--- config.mk ---
export PLATFORM = sky130hd
export DESIGN_NAME = home_automation_rr_ctrl
export DESIGN_NICKNAME = d
export VERILOG_FILES = /design/src/rtl/home_automation_rr_ctrl.sv
export SDC_FILE = /design/constraint.sdc
export NUM_CORES = 1
export LEC_CHECK = 0
export ABC_AREA = 1
export ABC_CLOCK_PERIOD_IN_PS = 5400
export CAP_MARGIN = 5
export CORE_ASPECT_RATIO = 1.2
export CORE_MARGIN = 3
export CORE_UTILIZATION = 30
export CTS_BUF_LIST = sky130_fd_sc_hd__clkbuf_16
export CTS_CLUSTER_DIAMETER = 80
export DETAILED_ROUTE_END_ITERATION = 16
export DONT_BUFFER_PORTS = 1
export HOLD_SLACK_MARGIN = 0.08
export PLACE_DENSITY = 0.49
export SYNTH_ARGS = -nofsm -noshare
export SYNTH_HDL_FRONTEND = slang
export SYNTH_SLANG_ARGS = --single-unit
export TNS_END_PERCENT = 100
--- constraint.sdc ---
create_clock -name clk -period 5.4 [get_ports clk]
set_input_delay 1.62 -clock clk [delete_from_list [all_inputs] [get_ports clk]]
set_output_delay 1.62 -clock clk [all_outputs]
set_load 0.03 [all_outputs]
--- src/rtl/home_automation_rr_ctrl.sv ---
// Home-automation controller: debounced sensor channels plus hysteretic
// heater/cooler requests, served round-robin with a minimum dwell per grant.
// Channel order: 0..N_SENSORS-1 = sensors, N_SENSORS = heater, N_SENSORS+1 = cooler.
// The outputs are registered and are computed from the next state, so a grant
// is visible on the same edge that the state and the current channel change.
module home_automation_rr_ctrl #(
    parameter int N_SENSORS  = 4,
    parameter int TEMP_W     = 6,
    parameter int T_LOW      = 10,
    parameter int T_HIGH     = 21,
    parameter int HYST       = 2,
    parameter int DEB_CYCLES = 3,
    parameter int MIN_DWELL  = 4,
    localparam int IDX_W     = $clog2(N_SENSORS + 3)
) (
    input  logic                   clk,
    input  logic                   rst,
    input  logic [N_SENSORS-1:0]   sensors,
    input  logic [TEMP_W-1:0]      temp,
    output logic [N_SENSORS+1:0]   output_signals,
    output logic [IDX_W-1:0]       display,
    output logic                   busy,
    output logic                   dbg_state
);

    localparam int N_CH  = N_SENSORS + 2;
    localparam int DEB_W = (DEB_CYCLES > 1) ? $clog2(DEB_CYCLES) : 1;
    localparam int DW_W  = (MIN_DWELL > 1) ? $clog2(MIN_DWELL) : 1;

    localparam logic [DEB_W-1:0] DEB_ONE = 1;
    localparam logic [DW_W-1:0]  DW_ONE  = 1;
    localparam logic [IDX_W-1:0] IDX_ONE = 1;

    typedef enum logic {ST_IDLE, ST_ACTIVE} state_t;

    logic [N_SENSORS-1:0] r_req;
    logic [DEB_W-1:0]     r_deb_cnt [N_SENSORS];
    logic                 r_heat;
    logic                 r_cool;
    state_t               r_state;
    logic [IDX_W-1:0]     r_cur;
    logic [DW_W-1:0]      r_dwell;
    logic [N_CH-1:0]      r_out;
    logic [IDX_W-1:0]     r_disp;
    logic                 r_busy;

    logic [31:0]          w_temp_ext;
    logic [N_CH-1:0]      w_req_vec;
    logic                 w_cur_req;
    logic                 w_low_found;
    logic [IDX_W-1:0]     w_low_idx;
    logic                 w_rr_found;
    logic [IDX_W-1:0]     w_rr_idx;
    state_t               w_next_state;
    logic [IDX_W-1:0]     w_next_cur;
    logic [DW_W-1:0]      w_next_dwell;
    logic [N_CH-1:0]      w_next_out;
    logic [IDX_W-1:0]     w_next_disp;
    logic                 w_next_busy;

    assign w_temp_ext = 32'(temp);

    // Per-sensor debounce: count consecutive samples disagreeing with the
    // debounced level, adopt the raw level once the run reaches DEB_CYCLES.
    always_ff @(posedge clk or negedge rst) begin
        if (!rst) begin
            r_req <= '0;
            for (int i = 0; i < N_SENSORS; i++) r_deb_cnt[i] <= '0;
        end else begin
            for (int i = 0; i < N_SENSORS; i++) begin
                if (sensors[i] == r_req[i]) begin
                    r_deb_cnt[i] <= '0;
                end else if (32'(r_deb_cnt[i]) == DEB_CYCLES - 1) begin
                    r_req[i]     <= sensors[i];
                    r_deb_cnt[i] <= '0;
                end else begin
                    r_deb_cnt[i] <= r_deb_cnt[i] + DEB_ONE;
                end
            end
        end
    end

    // Climate requests with a hysteresis band; inside the band they hold.
    always_ff @(posedge clk or negedge rst) begin
        if (!rst) begin
            r_heat <= 1'b0;
            r_cool <= 1'b0;
        end else begin
            if (w_temp_ext < T_LOW)               r_heat <= 1'b1;
            else if (w_temp_ext >= T_LOW + HYST)  r_heat <= 1'b0;
            if (w_temp_ext > T_HIGH)              r_cool <= 1'b1;
            else if (w_temp_ext <= T_HIGH - HYST) r_cool <= 1'b0;
        end
    end

    // Arbitration: lowest-index pick from idle, round-robin search after cur
    // (cur itself examined last), then next state, dwell and output values.
    always_comb begin
        int cand;
        cand         = 0;
        w_req_vec    = {r_cool, r_heat, r_req};
        w_cur_req    = 1'b0;
        w_low_found  = 1'b0;
        w_low_idx    = '0;
        w_rr_found   = 1'b0;
        w_rr_idx     = '0;
        for (int j = 0; j < N_CH; j++) begin
            if (int'(r_cur) == j) w_cur_req = w_req_vec[j];
            if (!w_low_found && w_req_vec[j]) begin
                w_low_found = 1'b1;
                w_low_idx   = IDX_W'(j);
            end
        end
        for (int k = 1; k <= N_CH; k++) begin
            cand = int'(r_cur) + k;
            if (cand >= N_CH) cand = cand - N_CH;
            for (int j = 0; j < N_CH; j++) begin
                if (!w_rr_found && cand == j && w_req_vec[j]) begin
                    w_rr_found = 1'b1;
                    w_rr_idx   = IDX_W'(j);
                end
            end
        end

        w_next_state = r_state;
        w_next_cur   = r_cur;
        w_next_dwell = r_dwell;
        case (r_state)
            ST_IDLE: begin
                if (w_low_found) begin
                    w_next_state = ST_ACTIVE;
                    w_next_cur   = w_low_idx;
                    w_next_dwell = '0;
                end
            end
            ST_ACTIVE: begin
                if (w_cur_req && (32'(r_dwell) < MIN_DWELL - 1)) begin
                    w_next_dwell = r_dwell + DW_ONE;
                end else if (w_rr_found) begin
                    w_next_cur   = w_rr_idx;
                    w_next_dwell = '0;
                end else begin
                    w_next_state = ST_IDLE;
                    w_next_dwell = '0;
                end
            end
            default: begin
                w_next_state = ST_IDLE;
                w_next_dwell = '0;
            end
        endcase

        w_next_out  = '0;
        w_next_disp = '0;
        w_next_busy = 1'b0;
        if (w_next_state == ST_ACTIVE) begin
            w_next_busy = 1'b1;
            w_next_disp = w_next_cur + IDX_ONE;
            for (int j = 0; j < N_CH; j++) begin
                if (int'(w_next_cur) == j) w_next_out[j] = 1'b1;
            end
        end
    end

    // State, current channel, dwell and registered outputs.
    always_ff @(posedge clk or negedge rst) begin
        if (!rst) begin
            r_state <= ST_IDLE;
            r_cur   <= '0;
            r_dwell <= '0;
            r_out   <= '0;
            r_disp  <= '0;
            r_busy  <= 1'b0;
        end else begin
            r_state <= w_next_state;
            r_cur   <= w_next_cur;
            r_dwell <= w_next_dwell;
            r_out   <= w_next_out;
            r_disp  <= w_next_disp;
            r_busy  <= w_next_busy;
        end
    end

    assign output_signals = r_out;
    assign display        = r_disp;
    assign busy           = r_busy;
    assign dbg_state      = r_state;

endmodule

# Yosys cells after proc, flatten, opt, wreduce, memory -nomap -nowiden

Cells that the tools add are included.
W data, S select, Z words.

Add/subtract/negate cells: 18
$mul: 0
Div/mod/pow operators: 0
Magnitude comparators: 11
Equality and inequality tests: 49
Shift-type cells: 0
Multiplexer cells: 126
Bitwise gates (word level): 5
Reduce and logical (&&, ||, !) cells: 131

Operators by type and width:

| operator              | number |
|---|---|
| $eq A32 B3 Y1 const B | 12 |
| $eq A32 B4 Y1 const B | 12 |
| $eq A32 B2 Y1 const B | 6 |
| $logic_not A32 Y1     | 6 |
| $mux W32              | 6 |
| $mux W3               | 42 |
| $logic_and A1 B1 Y1   | 77 |
| $mux W1               | 64 |
| $logic_not A1 Y1      | 40 |
| $sub A4 B3 Y5 const B | 6 |
| $eq A3 B3 Y1 const B  | 8 |
| $ge A4 B3 Y1 const B  | 6 |
| $mux W2               | 10 |
| $add A3 B3 Y4 const B | 3 |
| $add A2 B1 Y2 const B | 5 |
| $add A3 B2 Y4 const B | 2 |
| $eq A2 B2 Y1 const B  | 4 |
| $reduce_and A2 Y1     | 4 |
| $eq A3 B2 Y1 const B  | 2 |
| $ge A6 B4 Y1 const B  | 1 |
| $gt A6 B5 Y1 const B  | 1 |
| $le A6 B5 Y1 const B  | 1 |
| $logic_not A3 Y1      | 2 |
| $lt A6 B4 Y1 const B  | 1 |
| 11 further kinds      | 19 |

Register bits after elaboration: 30
Latch bits: 0
RAM bits: 0
Bits in read-only memories: 0
Input bits: 12
Output and inout port bits: 11
Memories kept: 0

# Longest topological paths before layout

Depth in word-level cells: 152
Mapped depth: 37

# Least setup slack after synthesis

Ideal clock, no wire load.

Kind: register to register
Start: register r_cur[1]
End: register r_disp[2], in the netlist display[2]
Library setup time: 0.072 ns
Arrival time: 4.232 ns
Required time: 5.328 ns
Setup slack: 1.095 ns
Stages on the path, launching flop included: 33
Buffers on the path: 0
Cell sequence: dfrtp_1 -> ha_1 -> ha_1 -> inv_2 -> ha_1 -> inv_1 -> ha_1 -> nand3_1 -> nand2_2 -> nor3_1 -> nand2_1 -> nand2_1 -> nor2_2 -> nand4_2 -> nor2_2 -> nand4_2 -> nor2_2 -> nand4_2 -> nor2_2 -> nand4_2 -> nor2_4 -> nand4_4 -> nor2_4 -> nand4_2 -> nor2_4 -> nand4_4 -> nand2_4 -> nand2_1 -> nand2_1 -> nor2_1 -> nor2_2 -> ha_1 -> nor2_1

Cells in the longest elaborated chain, start to end: 151
Elaborated cells between the ends (all ways): 259
Classes of those cells: 13 x add/sub; 6 x order compare; 35 x eq/ne; 91 x mux; 114 x reduce/logical

RTL lines:

| item                                                 | RTL line | text |
|---|---|---|
| start, declared                                      | 41       | `logic [IDX_W-1:0] r_cur;` |
| start signal, assigned                               | 176      | `r_cur <= w_next_cur;` |
| $add A3 B1 Y4                                        | 115      | `cand = int'(r_cur) + k;` |
| $sub A4 B3 Y5 / $ge A4 B3 Y1 (equally long branches) | 116      | `if (cand >= N_CH) cand = cand - N_CH;` |
| $mux W32                                             | 116      |  |
| $logic_not A32 Y1                                    | 118      | `if (!w_rr_found && cand == j && w_req_vec[j]) begin` |
| $logic_and A1 B1 Y1                                  | 118      |  |
| $mux W1                                              | 118      |  |
| $logic_not A1 Y1                                     | 118      |  |
| $logic_and A1 B1 Y1 (2 in a row)                     | 118      |  |
| [134 not listed]                                     | n/a      |  |
| $logic_and A1 B1 Y1 (2 in a row)                     | 118      |  |
| $mux W3 / $mux W1 (equally long branches)            | 118      |  |
| $mux W3                                              | 139      | `end else if (w_rr_found) begin` |
| $mux W3                                              | 137      | `if (w_cur_req && (32'(r_dwell) < MIN_DWELL - 1)) begin` |
| $pmux W3 S2                                          | 128      | `case (r_state)` |
| $add A3 B1 Y3                                        | 158      | `w_next_disp = w_next_cur + IDX_ONE;` |
| $mux W3 (*)                                          | 156      | `if (w_next_state == ST_ACTIVE) begin` |
| net w_next_disp[2]                                   | 58       | `logic [IDX_W-1:0] w_next_disp;` |
| end signal, assigned                                 | 179      | `r_disp <= w_next_disp;` |
| end, declared                                        | 44       | `logic [IDX_W-1:0] r_disp;` |

Mark *: on every way through the listed nets, which the timed path passes. The rest lies on a longest branch.
A chain may end at the register's enable or synchronous reset.

# Worst setup path after layout

Start: register r_cur[0]
End: register r_disp[2], in the netlist display[2]

Same word-level chain as after synthesis.

==> reports/metrics.yaml <==
outcome: "complete, no violations"
rsz0062_at_grt: "false"
grt-ovfl-total: 0
synth-seq-cells: 29
critPathBufInv: 2
core_mm2: 0.00908
slowest_stage: "dfrtp_1"
reg2regPathDepth: 32
diodes: 0
required_ns: 5.61
worst_slack_ns: 0.637
vias: 2625
cts-root-buf: "clkbuf_16"
end_kind: "flip-flop"
reg2reg_slack_ns: 0.64
routed_wl_mm: 7.21
hold_path.class: "flip-flop to flip-flop"
clock-sinks: 29
antenna_found_initial: 0
slew_violations: 0
relSlewSlack_pct: 53.3
fin_nets: 449
fin_skew_ns: 0.00509
clk_pin_slew_ns: 0.05
place_congestion: 0.844
max_freq_mhz: 210
cts_setup_buffers: 0
cts_hold_buf: 0
grt_max_degree: 30
async_flop_share_pct: 100
drtAntennaViolNets: 0
preCtsSetupSlack_ns: 0.571
hpwlAfterDp_mm: 5.68
path_depth: 32
synth.avg_cell_area_um2: 6.88
drt-initial-drc-count: 143
cpPeakStageDelay_ns: 0.45
synthTopCellsByArea: "dfrtp_1 (26%), ha_1 (11%), nand2_1 (9.4%)"
cap_violations: 0
grt_usage_pct: 14.6
cts_tree: "built"
area_delta_synth_final_pct: 10.2
die_area_mm2: 0.0106
endpoint: "display[2]$_DFF_PN0_"
cts_buffers: 5
wl_per_cell_um: 13.5
final_period_minus_worst_setup_slack_ns: 4.76
cts_resized: 0
period_share_pct: 88.2
synth_area_mm2: 0.00281
finalSetupViolations: 0
clock_latency_ns: 0.27
startpoint_type: "flip-flop"
first_global_vias: 2670
portBuffers: 0
route.detailed.drc: 0
crit_fanout: 5
fp.dieW_um: 94.3
yosysMostFrequentCell: "nand2_1"
yosysWarningCount: 0
dr.pass1.iters: 4
ys_seq_area_share_pct: 25.8
routed_via_density: 4.92
die_h_um: 112
place_area_mm2: 0.00295
r2r-start: "r_cur[0]$_DFF_PN0_"
start_util_pct: 30.9
hold_violations: 0
netlist.top_cell.by_area: "dfrtp_1"
crit_path_start: "r_cur[0]$_DFF_PN0_"
critPathKind: "flip-flop to flip-flop"
synth_top_area_share_pct: 25.8
synth_commonest_cells: "nand2_1 (70), inv_1 (66), nor2_1 (63)"
tightest_slew_ns: 0.700
r2r-end: "display[2]$_DFF_PN0_"
h-tree-depth: 2
synth_edf_count: 0
layout-drive-gt1-share_pct: 11.9
cp_top_family: "simple AND/OR/NAND/NOR gates"
grt_pass1_wl_mm: 12.3
synth_flop_cell: "dfrtp_1"
setup_tns_ns: 0
pin_count: 23
crit_arrival_ns: 4.97
rows: 38
synth_cells: 408
yosysUniqueCellTypes: 44
synth_nets: 445
clockBufferDepth: 2
design_area_mm2: 0.00309
## cell type report
cell class / count / area, um^2
timing repair buffer: 4 / 30.0
clock buffer: 5 / 125
fill: 1001 / 5990
inverter: 73 / 279
sequential: 29 / 726
tap: 120 / 150
multi-input combinational: 299 / 1770
clock inverter: 3 / 17.5
## worst min path at each step
stage	startpoint	endpoint	cells past startpoint
floorplan	r_deb_cnt[0]$_DFF_PN0_	r_deb_cnt[0]$_DFF_PN0_	1
global placement	r_deb_cnt[6]$_DFF_PN0_	r_deb_cnt[6]$_DFF_PN0_	1
detailed placement	r_deb_cnt[4]$_DFF_PN0_	r_deb_cnt[4]$_DFF_PN0_	1
CTS	r_deb_cnt[0]$_DFF_PN0_	r_deb_cnt[0]$_DFF_PN0_	1
global route	r_deb_cnt[0]$_DFF_PN0_	r_deb_cnt[0]$_DFF_PN0_	1
finish	r_deb_cnt[4]$_DFF_PN0_	r_deb_cnt[4]$_DFF_PN0_	1
## logic make-up (layout without fill, tap and decap cells)
group | count (synthesis) | count (layout) | share of synthesized area, %
and+or+nand+nor | 220 | 220 | 38.6
buffers and inverters | 80 | 85 | 11.3
AOI/OAI and AO/OA | 46 | 46 | 10.6
DFF | 29 | 29 | 25.8
adders and majority gates | 25 | 25 | 11.1
xor gates and xnor gates | 7 | 7 | 2.18
muxes | 1 | 1 | 0.401
## worst register-to-register path, delay by kind of cell, from the launching register on
kind                       cells  cell delay [ns]
buffers and inverters          2             0.13
and+or+nand+nor               25             2.85
DFF                            1             0.45
adders and majority gates      5             1.25
## cells in the final DEF, fill, tap and decap left out, types with 2 or more instances in the layout
master and instances:
inv_1 66, nand2_4 3, inv_2 5, a21oi_1 12
buf_4 4, clkinv_2 2, nand4_1 6, nand4_4 2
nand2_2 6, nor2_1 63, nor4_1 2, o21a_1 2
xor2_1 3, o2111ai_1 2, nor2_4 4, nor2_2 5
nand2_1 70, o211ai_1 2, xnor2_1 4, nand4_2 5
dfrtp_1 29, o31ai_1 4, ha_1 25, or2_2 2
a31oi_1 3, nand3_1 26, o21ai_0 12, nor3_1 23
clkbuf_16 5
## registers in the layout (all words and copies together) (netlist names)
register	cells
busy	1
display	3
output_signals	6
r_cool	1
r_cur	3
r_deb_cnt	8
r_dwell	2
r_heat	1
r_req	4
## per-stage QoR
stage	hold WS (ns)	utilization [%]	cells
3_3_place_gp	0.416	32.5	525
6_report	0.425	34.1	533
4_1_cts	0.428	34.1	533
5_1_grt	0.437	34.1	533
2_1_floorplan	0.408	-	408
3_5_place_dp	0.422	32.5	525
## layer usage
| metal | global-route usage (%) | share of wire (%) |
|---|---|---|
| met3 | 2.36 | 3.6 |
| met1 | 17.8 | 45 |
| met2 | 25.0 | 48 |
| met5 | 0 | 0 |
| met4 | 6.36 | 3.5 |
Power is left out: the tool's default activity adds up to more than one toggle a clock period on the data nets, which glitch-free logic cannot reach.
